File: src/rtl/uart_tx_fifo.sv
// uart_tx_fifo: UART transmitter with an integrated TX FIFO.
// Supports a runtime baud divisor, 1-16 data bits, LSB/MSB-first order,
// none/odd/even/mark/space parity, 1-4 stop bits and break generation.
// Each frame runs from a shadow copy of the configuration, so register
// writes made mid-frame only affect the next frame.
module uart_tx_fifo #(
    parameter int FIFO_DEPTH = 8,
    parameter int DIV_W      = 16,
    localparam int LW        = $clog2(FIFO_DEPTH) + 1
) (
    input  logic             clk,
    input  logic             rstn,
    input  logic [DIV_W-1:0] baud_div,
    input  logic [3:0]       data_num,
    input  logic [2:0]       parity_mode,
    input  logic [1:0]       stop_num,
    input  logic             lsb_first,
    input  logic             tx_en,
    input  logic             brk_req,
    input  logic             in_valid,
    output logic             in_ready,
    input  logic [15:0]      in_data,
    output logic [LW-1:0]    fifo_level,
    output logic             tx_busy,
    output logic             tx_done,
    output logic             uart_txd
);

    localparam int AW = $clog2(FIFO_DEPTH);

    typedef enum logic [2:0] {
        ST_IDLE, ST_START, ST_DATA, ST_PARITY, ST_STOP, ST_BREAK
    } state_t;

    // FIFO storage and bookkeeping
    logic [15:0]   mem [FIFO_DEPTH];
    logic [AW-1:0] wr_ptr_reg, rd_ptr_reg;
    logic [LW-1:0] level_reg;
    logic          push, pop;

    // FSM state and counters
    state_t           state_reg, state_next;
    logic [DIV_W-1:0] baud_cnt_reg, baud_cnt_next;
    logic [3:0]       bit_cnt_reg, bit_cnt_next;
    logic             brk_tail_reg, brk_tail_next;
    logic             txd_reg, txd_next;

    // Per-frame shadow of the word and configuration
    logic [15:0]      sh_data_reg;
    logic [DIV_W-1:0] sh_div_reg;
    logic [3:0]       sh_num_reg;
    logic [2:0]       sh_par_reg;
    logic [1:0]       sh_stop_reg;
    logic             sh_lsb_reg;

    // Derived values
    logic [15:0]      data_mask;
    logic [DIV_W-1:0] sh_bmax, live_bmax;
    logic             bit_end, par_en, par_bit;
    logic [3:0]       data_idx;

    assign in_ready   = (level_reg < LW'(FIFO_DEPTH));
    assign push       = in_valid && in_ready;
    assign fifo_level = level_reg;
    assign tx_busy    = (state_reg != ST_IDLE);
    assign uart_txd   = txd_reg;

    // Divisors 0 and 1 both give a two-cycle bit, so clamp the terminal count at 1.
    assign sh_bmax   = (sh_div_reg == '0) ? DIV_W'(1) : sh_div_reg;
    assign live_bmax = (baud_div == '0) ? DIV_W'(1) : baud_div;
    assign bit_end   = (baud_cnt_reg == sh_bmax);

    assign par_en  = (sh_par_reg >= 3'd1) && (sh_par_reg <= 3'd4);
    assign par_bit = (sh_par_reg == 3'd1) ? ~^sh_data_reg :
                     (sh_par_reg == 3'd2) ?  ^sh_data_reg :
                     (sh_par_reg == 3'd3);

    // MSB-first walks the frame from the top configured bit downwards.
    assign data_idx = sh_lsb_reg ? bit_cnt_next : (sh_num_reg - bit_cnt_next);

    // Bits above the configured frame width are cleared when a word is popped.
    generate
        for (genvar gi = 0; gi < 16; gi++) begin : g_mask
            assign data_mask[gi] = (data_num >= 4'(gi));
        end
    endgenerate

    // FIFO array write port; no reset so it maps onto plain RAM.
    always_ff @(posedge clk) begin
        if (push) begin
            mem[wr_ptr_reg] <= in_data;
        end
    end

    // FIFO pointers and occupancy; pointers wrap naturally at a power-of-2 depth.
    always_ff @(posedge clk or negedge rstn) begin
        if (!rstn) begin
            wr_ptr_reg <= '0;
            rd_ptr_reg <= '0;
            level_reg  <= '0;
        end else begin
            if (push) wr_ptr_reg <= wr_ptr_reg + 1'b1;
            if (pop)  rd_ptr_reg <= rd_ptr_reg + 1'b1;
            case ({push, pop})
                2'b10:   level_reg <= level_reg + 1'b1;
                2'b01:   level_reg <= level_reg - 1'b1;
                default: level_reg <= level_reg;
            endcase
        end
    end

    // Registered read of the head word together with the frame configuration.
    always_ff @(posedge clk or negedge rstn) begin
        if (!rstn) begin
            sh_data_reg <= '0;
            sh_div_reg  <= '0;
            sh_num_reg  <= '0;
            sh_par_reg  <= '0;
            sh_stop_reg <= '0;
            sh_lsb_reg  <= 1'b0;
        end else if (pop) begin
            sh_data_reg <= mem[rd_ptr_reg] & data_mask;
            sh_div_reg  <= baud_div;
            sh_num_reg  <= data_num;
            sh_par_reg  <= parity_mode;
            sh_stop_reg <= stop_num;
            sh_lsb_reg  <= lsb_first;
        end
    end

    // State register, counters and the registered serial line.
    always_ff @(posedge clk or negedge rstn) begin
        if (!rstn) begin
            state_reg    <= ST_IDLE;
            baud_cnt_reg <= '0;
            bit_cnt_reg  <= '0;
            brk_tail_reg <= 1'b0;
            txd_reg      <= 1'b1;
        end else begin
            state_reg    <= state_next;
            baud_cnt_reg <= baud_cnt_next;
            bit_cnt_reg  <= bit_cnt_next;
            brk_tail_reg <= brk_tail_next;
            txd_reg      <= txd_next;
        end
    end

    // Next-state logic: sequences the frame and clears counters on every state entry.
    always_comb begin
        state_next    = state_reg;
        baud_cnt_next = baud_cnt_reg + 1'b1;
        bit_cnt_next  = bit_cnt_reg;
        brk_tail_next = brk_tail_reg;
        pop           = 1'b0;
        case (state_reg)
            ST_IDLE: begin
                baud_cnt_next = '0;
                bit_cnt_next  = '0;
                brk_tail_next = 1'b0;
                if (brk_req) begin
                    state_next = ST_BREAK;
                end else if (tx_en && (level_reg != '0)) begin
                    pop        = 1'b1;
                    state_next = ST_START;
                end
            end
            ST_START: begin
                if (bit_end) begin
                    baud_cnt_next = '0;
                    bit_cnt_next  = '0;
                    state_next    = ST_DATA;
                end
            end
            ST_DATA: begin
                if (bit_end) begin
                    baud_cnt_next = '0;
                    if (bit_cnt_reg == sh_num_reg) begin
                        bit_cnt_next = '0;
                        state_next   = par_en ? ST_PARITY : ST_STOP;
                    end else begin
                        bit_cnt_next = bit_cnt_reg + 1'b1;
                    end
                end
            end
            ST_PARITY: begin
                if (bit_end) begin
                    baud_cnt_next = '0;
                    bit_cnt_next  = '0;
                    state_next    = ST_STOP;
                end
            end
            ST_STOP: begin
                if (bit_end) begin
                    baud_cnt_next = '0;
                    if (bit_cnt_reg == {2'b00, sh_stop_reg}) begin
                        bit_cnt_next = '0;
                        state_next   = ST_IDLE;
                    end else begin
                        bit_cnt_next = bit_cnt_reg + 1'b1;
                    end
                end
            end
            ST_BREAK: begin
                // Hold the line low while requested, then one mark bit at the live divisor.
                if (!brk_tail_reg) begin
                    baud_cnt_next = '0;
                    if (!brk_req) brk_tail_next = 1'b1;
                end else if (baud_cnt_reg == live_bmax) begin
                    baud_cnt_next = '0;
                    brk_tail_next = 1'b0;
                    state_next    = ST_IDLE;
                end
            end
            default: begin
                baud_cnt_next = '0;
                bit_cnt_next  = '0;
                brk_tail_next = 1'b0;
                state_next    = ST_IDLE;
            end
        endcase
    end

    // Output logic: line level for the state being entered, and the end-of-frame pulse.
    always_comb begin
        txd_next = 1'b1;
        case (state_next)
            ST_START:  txd_next = 1'b0;
            ST_DATA:   txd_next = sh_data_reg[data_idx];
            ST_PARITY: txd_next = par_bit;
            ST_BREAK:  txd_next = brk_tail_next;
            default:   txd_next = 1'b1;
        endcase
        tx_done = (state_reg == ST_STOP) && bit_end &&
                  (bit_cnt_reg == {2'b00, sh_stop_reg});
    end

endmodule

File: config.mk
export PLATFORM = sky130hd
export DESIGN_NAME = uart_tx_fifo
export DESIGN_NICKNAME = d
export VERILOG_FILES = /design/src/rtl/uart_tx_fifo.sv
export SDC_FILE = /design/constraint.sdc
export NUM_CORES = 1
export LEC_CHECK = 0
export BUFFER_PORTS_ARGS = -buffer_cell sky130_fd_sc_hd__buf_2
export CELL_PAD_IN_SITES_DETAIL_PLACEMENT = 0
export CELL_PAD_IN_SITES_GLOBAL_PLACEMENT = 2
export CORE_UTILIZATION = 39
export DETAILED_ROUTE_END_ITERATION = 6
export PLACE_DENSITY_LB_ADDON = 0.05
export SKIP_LAST_GASP = 1
export SYNTH_ARGS = -nofsm -noshare
export SYNTH_HDL_FRONTEND = slang
export SYNTH_SLANG_ARGS = --single-unit
File: constraint.sdc
create_clock -name clk -period 3.88 [get_ports clk]
set_input_delay 0.776 -clock clk [delete_from_list [all_inputs] [get_ports clk]]
set_output_delay 0.776 -clock clk [all_outputs]
set_load 0.02 [all_outputs]
==> metrics, run 1 <==
post-synthesis sequential area ratio around 62%; DRT Pass-1 Iters 4; WP buf/inv 2; failing checks negative setup slack; Final Net Count 854; maximum VDD drop between 0.3 and 0.4 mV; DP Wirelength between 10 and 15 mm; Vias/cell 5.049; number of global-route vias before repair ~6000; GRT Total Usage 18.48%; fillcell total between 2000 and 2500; Max Fanout on Critical Path 6; crit path max-delay cell type fa_1; Async S/R FF share, synth a little under two fifths; Top reg by flops mem; Worst Setup Start Kind register; Longest Clk Path Bufs 3; initial antenna violation count 1; Core ar. about 0.023 mm²; status complete, but fails checks; Synth area leader edfxtp_1; Synth cell types 55; Max-slew headroom 22.12%; Max Cap Violations 0; final design utilization between 40% and 50%; Area contributors post-synth edfxtp_1, dfrtp_1, mux4_2; Post-Synth Adder-Cell Area roughly 1.8%; final wirelength 21.53 mm; Sequential Power Share 38.5%; Layout Skew 0.01097 ns; Critical Path Stages 14; RD Place Congestion ~0.83; Max Slew Vio Count 0; Pleak 0.004412 µW; via count between 5000 and 6000; Worst-Margin Slew 1.168 ns; Layout area overhead 19.82%; crit share post-route 101.1%; Final WS setup -0.04177 ns; Crit path largest cell delay 0.45 ns; top post-synthesis cells by count edfxtp_1, nand2_1, dfrtp_1; Clock power frac between 20% and 30%; largest family of logic cells by synthesized area multiplexers; Residual DRC 0; ys flop type edfxtp_1; Synthesized Nets ~750; Largest register FFs 128; DIE HEIGHT 156.9 µm; clock root buffer clkbuf_16; critical path class register to register; first-pass GRT wire length between 30 and 40 mm; R2R depth 14; setup_tns -0.04177 ns; largest net degree at the start of global routing 78; Synth Cell Area approximately 0.0094 mm²; Crit path max-delay family simple AND/OR/NAND/NOR gates; total gr overflow 0; switch share roughly 34%; io pins 55; WL/cell around 19 µm; Std-Cell Rows between 50 and 60; clock-pin slew on the worst setup and hold paths around 0.06 ns; Buffers on Ports 54; Psw around 2800 µW; latest clock arrival within the worst-skew pair 0.52 ns; crit end category register; cell-by-cell trace of the critical path nor4_2 -> a41oi_2 -> xnor2_2 -> buf_4 -> o31a_1 -> or3_4 -> ha_2 -> inv_2 -> fa_1 -> o22ai_4 -> mux2i_1 -> mux2_2 -> and3b_1 -> or4_1; layout cells sized above 1 a little over a quarter; Hold Violations, Final 0; die width approximately 160 µm; required time worst endpoint around 4.3 ns; Die ar. approximately 0.025 mm²; ANT nets after route 0; Pint 5453 µW; number of synthesized flops with an enable pin between 100 and 150; PD cells around 740 mW/mm²; Synth Area in XOR/XNOR 7.391%; # setup viols final 1; Synth Instances around 700; TritonCTS buffer count 23; post-synthesis compound-gate area fraction under 10%; RSZ-0062 raised after global routing yes; power share of the combinational group around a third; Yosys reg bits between 200 and 250; Initial Util 39.88%; worst endpoint data arrival time about 4.4 ns; HP Class input pin to asynchronous set/reset pin; Design Power between 8000 and 9000 µW; Yosys top cell area share 41.06%; simple-gate share of the synthesized area a little over 10%; Max Freq ~0.25 GHz; CTS tree done; most frequent cell after synthesis edfxtp_1; warnings from Yosys 0; DR iter-0 viols about 290; H-tree levels 1; Tmin final 3.922 ns; mean post-synth cell area 13.53 µm²; CTS Sinks ~210; post-synthesis mux area share a little under an eighth
## through the flow
step                      worst slack, ns  hold WS [ns]  area, µm²  instances
final                            -0.04177        0.3962      11220       1130
after global routing              -0.2077        0.4414      11210       1129
after CTS                       -0.008527        0.4265      11160       1127
after detailed placement          -0.1379        0.4912      10290       1081
after global placement           -0.09054        0.4794      10290       1081
after floorplan                   0.04067        0.4465       9378        692
## what timing repair did
| action | in CTS | in global routing |
|---|---|---|
| buffers inserted | 6 | 2 |
| gates resized for setup | 11 | 5 |
| hold buffers | 0 | 0 |
| hold endpoints to repair | 0 | 0 |
| endpoints found under the setup margin | 1 | 1 |
| pin swaps | 11 | 3 |
## cell type report
| type | count | area [µm²] | share of cell area [%] |
|---|---|---|---|
| clock buffers | 26 | 606.8 | 5.410 |
| multi-input cells | 437 | 3511 | 31.30 |
| diodes | 1 | 2.502 | 0.02231 |
| well taps | 319 | 399.1 | 3.558 |
| repair buffers | 111 | 700.7 | 6.247 |
| flip-flops and latches | 205 | 5773 | 51.47 |
| clock inverters | 14 | 160.2 | 1.428 |
| inverters | 17 | 63.81 | 0.5689 |
## metal layers
metal | global-route usage, % | up-vias | wire [µm]
li1 | - | 2731 | -
met3 | 2.974 | 30 | 783
met1 | 23.81 | 2868 | 9504
met2 | 32.28 | 76 | 10810
met4 | 4.902 | 0 | 427
met5 | 0 | - | 0
## cell usage in the layout, fill, tap and decap left out, types with 7 or more instances in the layout
cell / instances
buf_2: 53
xor2_1: 39
nor4_1: 7
xnor2_1: 39
ha_1: 8
mux2i_1: 31
nand3_1: 14
mux4_2: 32
o21ai_0: 13
nor2_1: 35
buf_4: 58
dfrtp_1: 75
clkbuf_16: 23
edfxtp_1: 128
inv_1: 15
a21oi_1: 8
o31ai_1: 8
nand2_1: 118
## kinds of logic after synthesis
logic type | count (synthesis)
and+or+nand+nor | 217
DFF | 205
xor gates and xnor gates | 79
muxes | 67
AOI/OAI and AO/OA | 62
buffers and inverters | 50
adders and majority gates | 12
## power by group through the flow
stage	clock network, µW	registers (µW)	logic (µW)
3_5_place_dp	0	3210	2780
6_report	2200	3180	2870
3_3_place_gp	0	3200	2750
2_1_floorplan	0	3030	2070
5_1_grt	2340	3250	3160
4_1_cts	2260	3180	2880
## final timing paths
path	startpoint	endpoint	slack (ns)
max in group asynchronous	rstn	rd_ptr_reg[0]	2.70
min reg2reg	sh_stop_reg[1]	sh_stop_reg[1]	0.51
max reg2reg	sh_div_reg[8]	uart_txd	-0.04
max	sh_div_reg[8]	uart_txd	-0.04
min in group clk	stop_num[0]	sh_stop_reg[0]	0.45
min	rstn	fifo_level[1]	0.40
Note: power is estimated with default switching activity, not from simulation.
==> run 2: changes to the inputs <==
--- a/config.mk
+++ b/config.mk
@@ -8,6 +8,7 @@
 export BUFFER_PORTS_ARGS = -buffer_cell sky130_fd_sc_hd__buf_2
 export CELL_PAD_IN_SITES_DETAIL_PLACEMENT = 0
 export CELL_PAD_IN_SITES_GLOBAL_PLACEMENT = 2
+export CORE_ASPECT_RATIO = 1.25
 export CORE_UTILIZATION = 39
 export DETAILED_ROUTE_END_ITERATION = 6
 export PLACE_DENSITY_LB_ADDON = 0.05
==> run 2 against run 1 <==
Compared with the run above: the flow now finishes without violations; critical path type unchanged; combinational power grew 2%; die area is essentially flat; worst hold slack better by 0.048 ns; register-to-register slack better by 0.07 ns; count of clock-buffer cells in the layout increased by 3; via count up 2.6%; critical path depth did not move; critical endpoint unchanged.
==> metrics, run 2 (synthesis results as in run 1) <==
Pleak 0.004402 µW (-0.22%); die width 140.6 µm (-10%); multi-input combinational cell area 0.003481 mm² (-0.86%); Max Freq 0.2594 GHz (+1.7%); Worst-Margin Slew 1.109 ns (-0.05865 ns); CTS tree done; DRT Pass-1 Iters 4 (unchanged); fillcell total 2145 (+0.19%); Hold Violations, Final 0 (unchanged); Final WS setup 0.02566 ns (+0.06743 ns); H-tree levels 1 (unchanged); PD cells 728.1 mW/mm² (-0.97%); Placement Setup Slack -0.1414 ns (-0.003514 ns); commonest non-fill, non-tap cells in the layout edfxtp_1, nand2_1, dfrtp_1; Buffers on Ports 54 (unchanged); Final Net Count 860 (+0.70%); Reg area 0.005774 mm² (about the same); latest clock arrival within the worst-skew pair 0.51 ns (about the same); Die ar. 0.02463 mm² (about the same); Worst Setup EP uart_txd; Max Cap Violations 0 (unchanged); most common cell after layout, fill and taps aside edfxtp_1; CTS Sinks 205 (unchanged); Top reg by flops mem; layout cells sized above 1 26.17% (-0.13 points); required time worst endpoint 4.30 ns (about the same); Layout Skew 0.008218 ns (-0.002748 ns); Layout area overhead 18.72%; final wirelength 21.96 mm (+2.0%); Core ar. 0.02365 mm² (+0.75%); maximum VDD drop 0.3978 mV (+4.4%); crit path launch sh_div_reg[7]; Vias/cell 5.292 (+4.8%); Longest Clk Path Bufs 3 (unchanged); critical path class register to register; number of global-route vias before repair 6260 (+4.6%); first-pass GRT wire length 34.93 mm (+2.8%); Max Fanout on Critical Path 4 (-2); Fin Hold WS 0.4441 ns (+0.04784 ns); ANT nets after route 0 (unchanged); TritonCTS buffer count 23 (unchanged); GRT Total Usage 18.67% (+0.18 points); Max-slew headroom 26.03% (+3.9 points); clock-pin slew on the worst setup and hold paths 0.06 ns (about the same); Residual DRC 0 (unchanged); Design Power 8092 µW (-1.9%); crit share post-route 99.34% (-1.7 points); Tmin final 3.854 ns (-0.06743 ns); Initial Util 39.59% (-0.30 points); clock root buffer clkbuf_16; initial antenna violation count 1 (unchanged); RD Place Congestion 0.8284 (-0.53%); io pins 55 (unchanged); Max Slew Vio Count 0 (unchanged); via count 5853 (+2.6%); worst endpoint data arrival time 4.27 ns (-0.08 ns); # setup viols final 0 (-1); total gr overflow 0 (unchanged); R2R depth 14 (unchanged); reg2reg start sh_div_reg[7]; hold buffers post-CTS 0 (unchanged); RSZ-0062 raised after global routing yes; DIE HEIGHT 175.2 µm (+12%); Worst Setup Start Kind register; HP Class input pin to asynchronous set/reset pin; largest net degree at the start of global routing 78 (unchanged); DP Wirelength 14.76 mm (+4.8%); Std-Cell Rows 63 (+13%); status finished, final reports clean; number of inserted diodes 0 (-1); crit end category register; worst reg2reg path endpoint uart_txd; Largest register FFs 128 (unchanged); DR iter-0 viols 221 (-23%); FF-to-FF setup slack 0.03 ns (+0.07 ns); WL/cell 19.85 µm (+4.2%)
==> run 2: worst min-delay path by stage <==
stage | end | slack (ns) | cells past startpoint
2_1_floorplan | sh_div_reg[0] | 0.45 | 2
3_3_place_gp | sh_div_reg[0] | 0.47 | 2
3_5_place_dp | sh_div_reg[0] | 0.48 | 2
4_1_cts | sh_par_reg[1] | 0.44 | 3
5_1_grt | sh_stop_reg[1] | 0.45 | 3
6_report | fifo_level[2] | 0.44 | 1
==> run 2: what timing repair did <==
action / CTS / global route
resized for setup: 14 / 4
endpoints found under the hold margin: 0 / 0
endpoints found under the setup margin: 1 / 1
setup buffers: 10 / 1
pin swaps: 12 / 9
==> run 2: where the power goes <==
group | internal, µW | switching, µW
sequential | 2720 | 453
clock | 1150 | 831
combinational | 1460 | 1480
total | 5330 | 2760
==> run 2: area by class of cell <==
type | count | area share, %
clock buffer | 29 | 5.381
clock inverter | 9 | 0.6417
inverter | 17 | 0.5741
multi-input combinational | 437 | 31.32
sequential | 205 | 51.95
tap | 292 | 3.287
timing repair buffer | 117 | 6.845
==> run 2: routing by layer <==
layer / GRT usage (%) / vias up / routed length (µm) / part of all wire, %
li1: - / 2747 / - / -
met1: 22.46 / 2965 / 9055 / 41
met2: 33.98 / 100 / 11590 / 53
met3: 2.795 / 41 / 729 / 3.3
met4: 6.341 / 0 / 582 / 2.7
met5: 0 / - / 0 / 0
==> run 2: stage by stage <==
stage | setup TNS, ns | utilization, % | cell area, µm² | std cells
2_1_floorplan | 0 | - | 9378 | 692
3_3_place_gp | -0.1239 | 43.47 | 10280 | 1057
3_5_place_dp | -0.1414 | 43.47 | 10280 | 1057
4_1_cts | -0.04672 | 46.88 | 11090 | 1105
5_1_grt | -0.2389 | 47.00 | 11110 | 1106
6_report | 0 | 47.00 | 11110 | 1106
==> run 2: critical path, stage by stage, from the launching register on <==
cell and delay (ns):
dfrtp_2 0.45, nor4_4 0.30, a41oi_2 0.18, xnor2_2 0.20
buf_4 0.15, o211a_1 0.23, or3_4 0.37, ha_2 0.18
inv_2 0.06, fa_1 0.44, o22ai_4 0.24, mux2i_1 0.12
mux2_2 0.26, and3b_1 0.17, or4_1 0.39
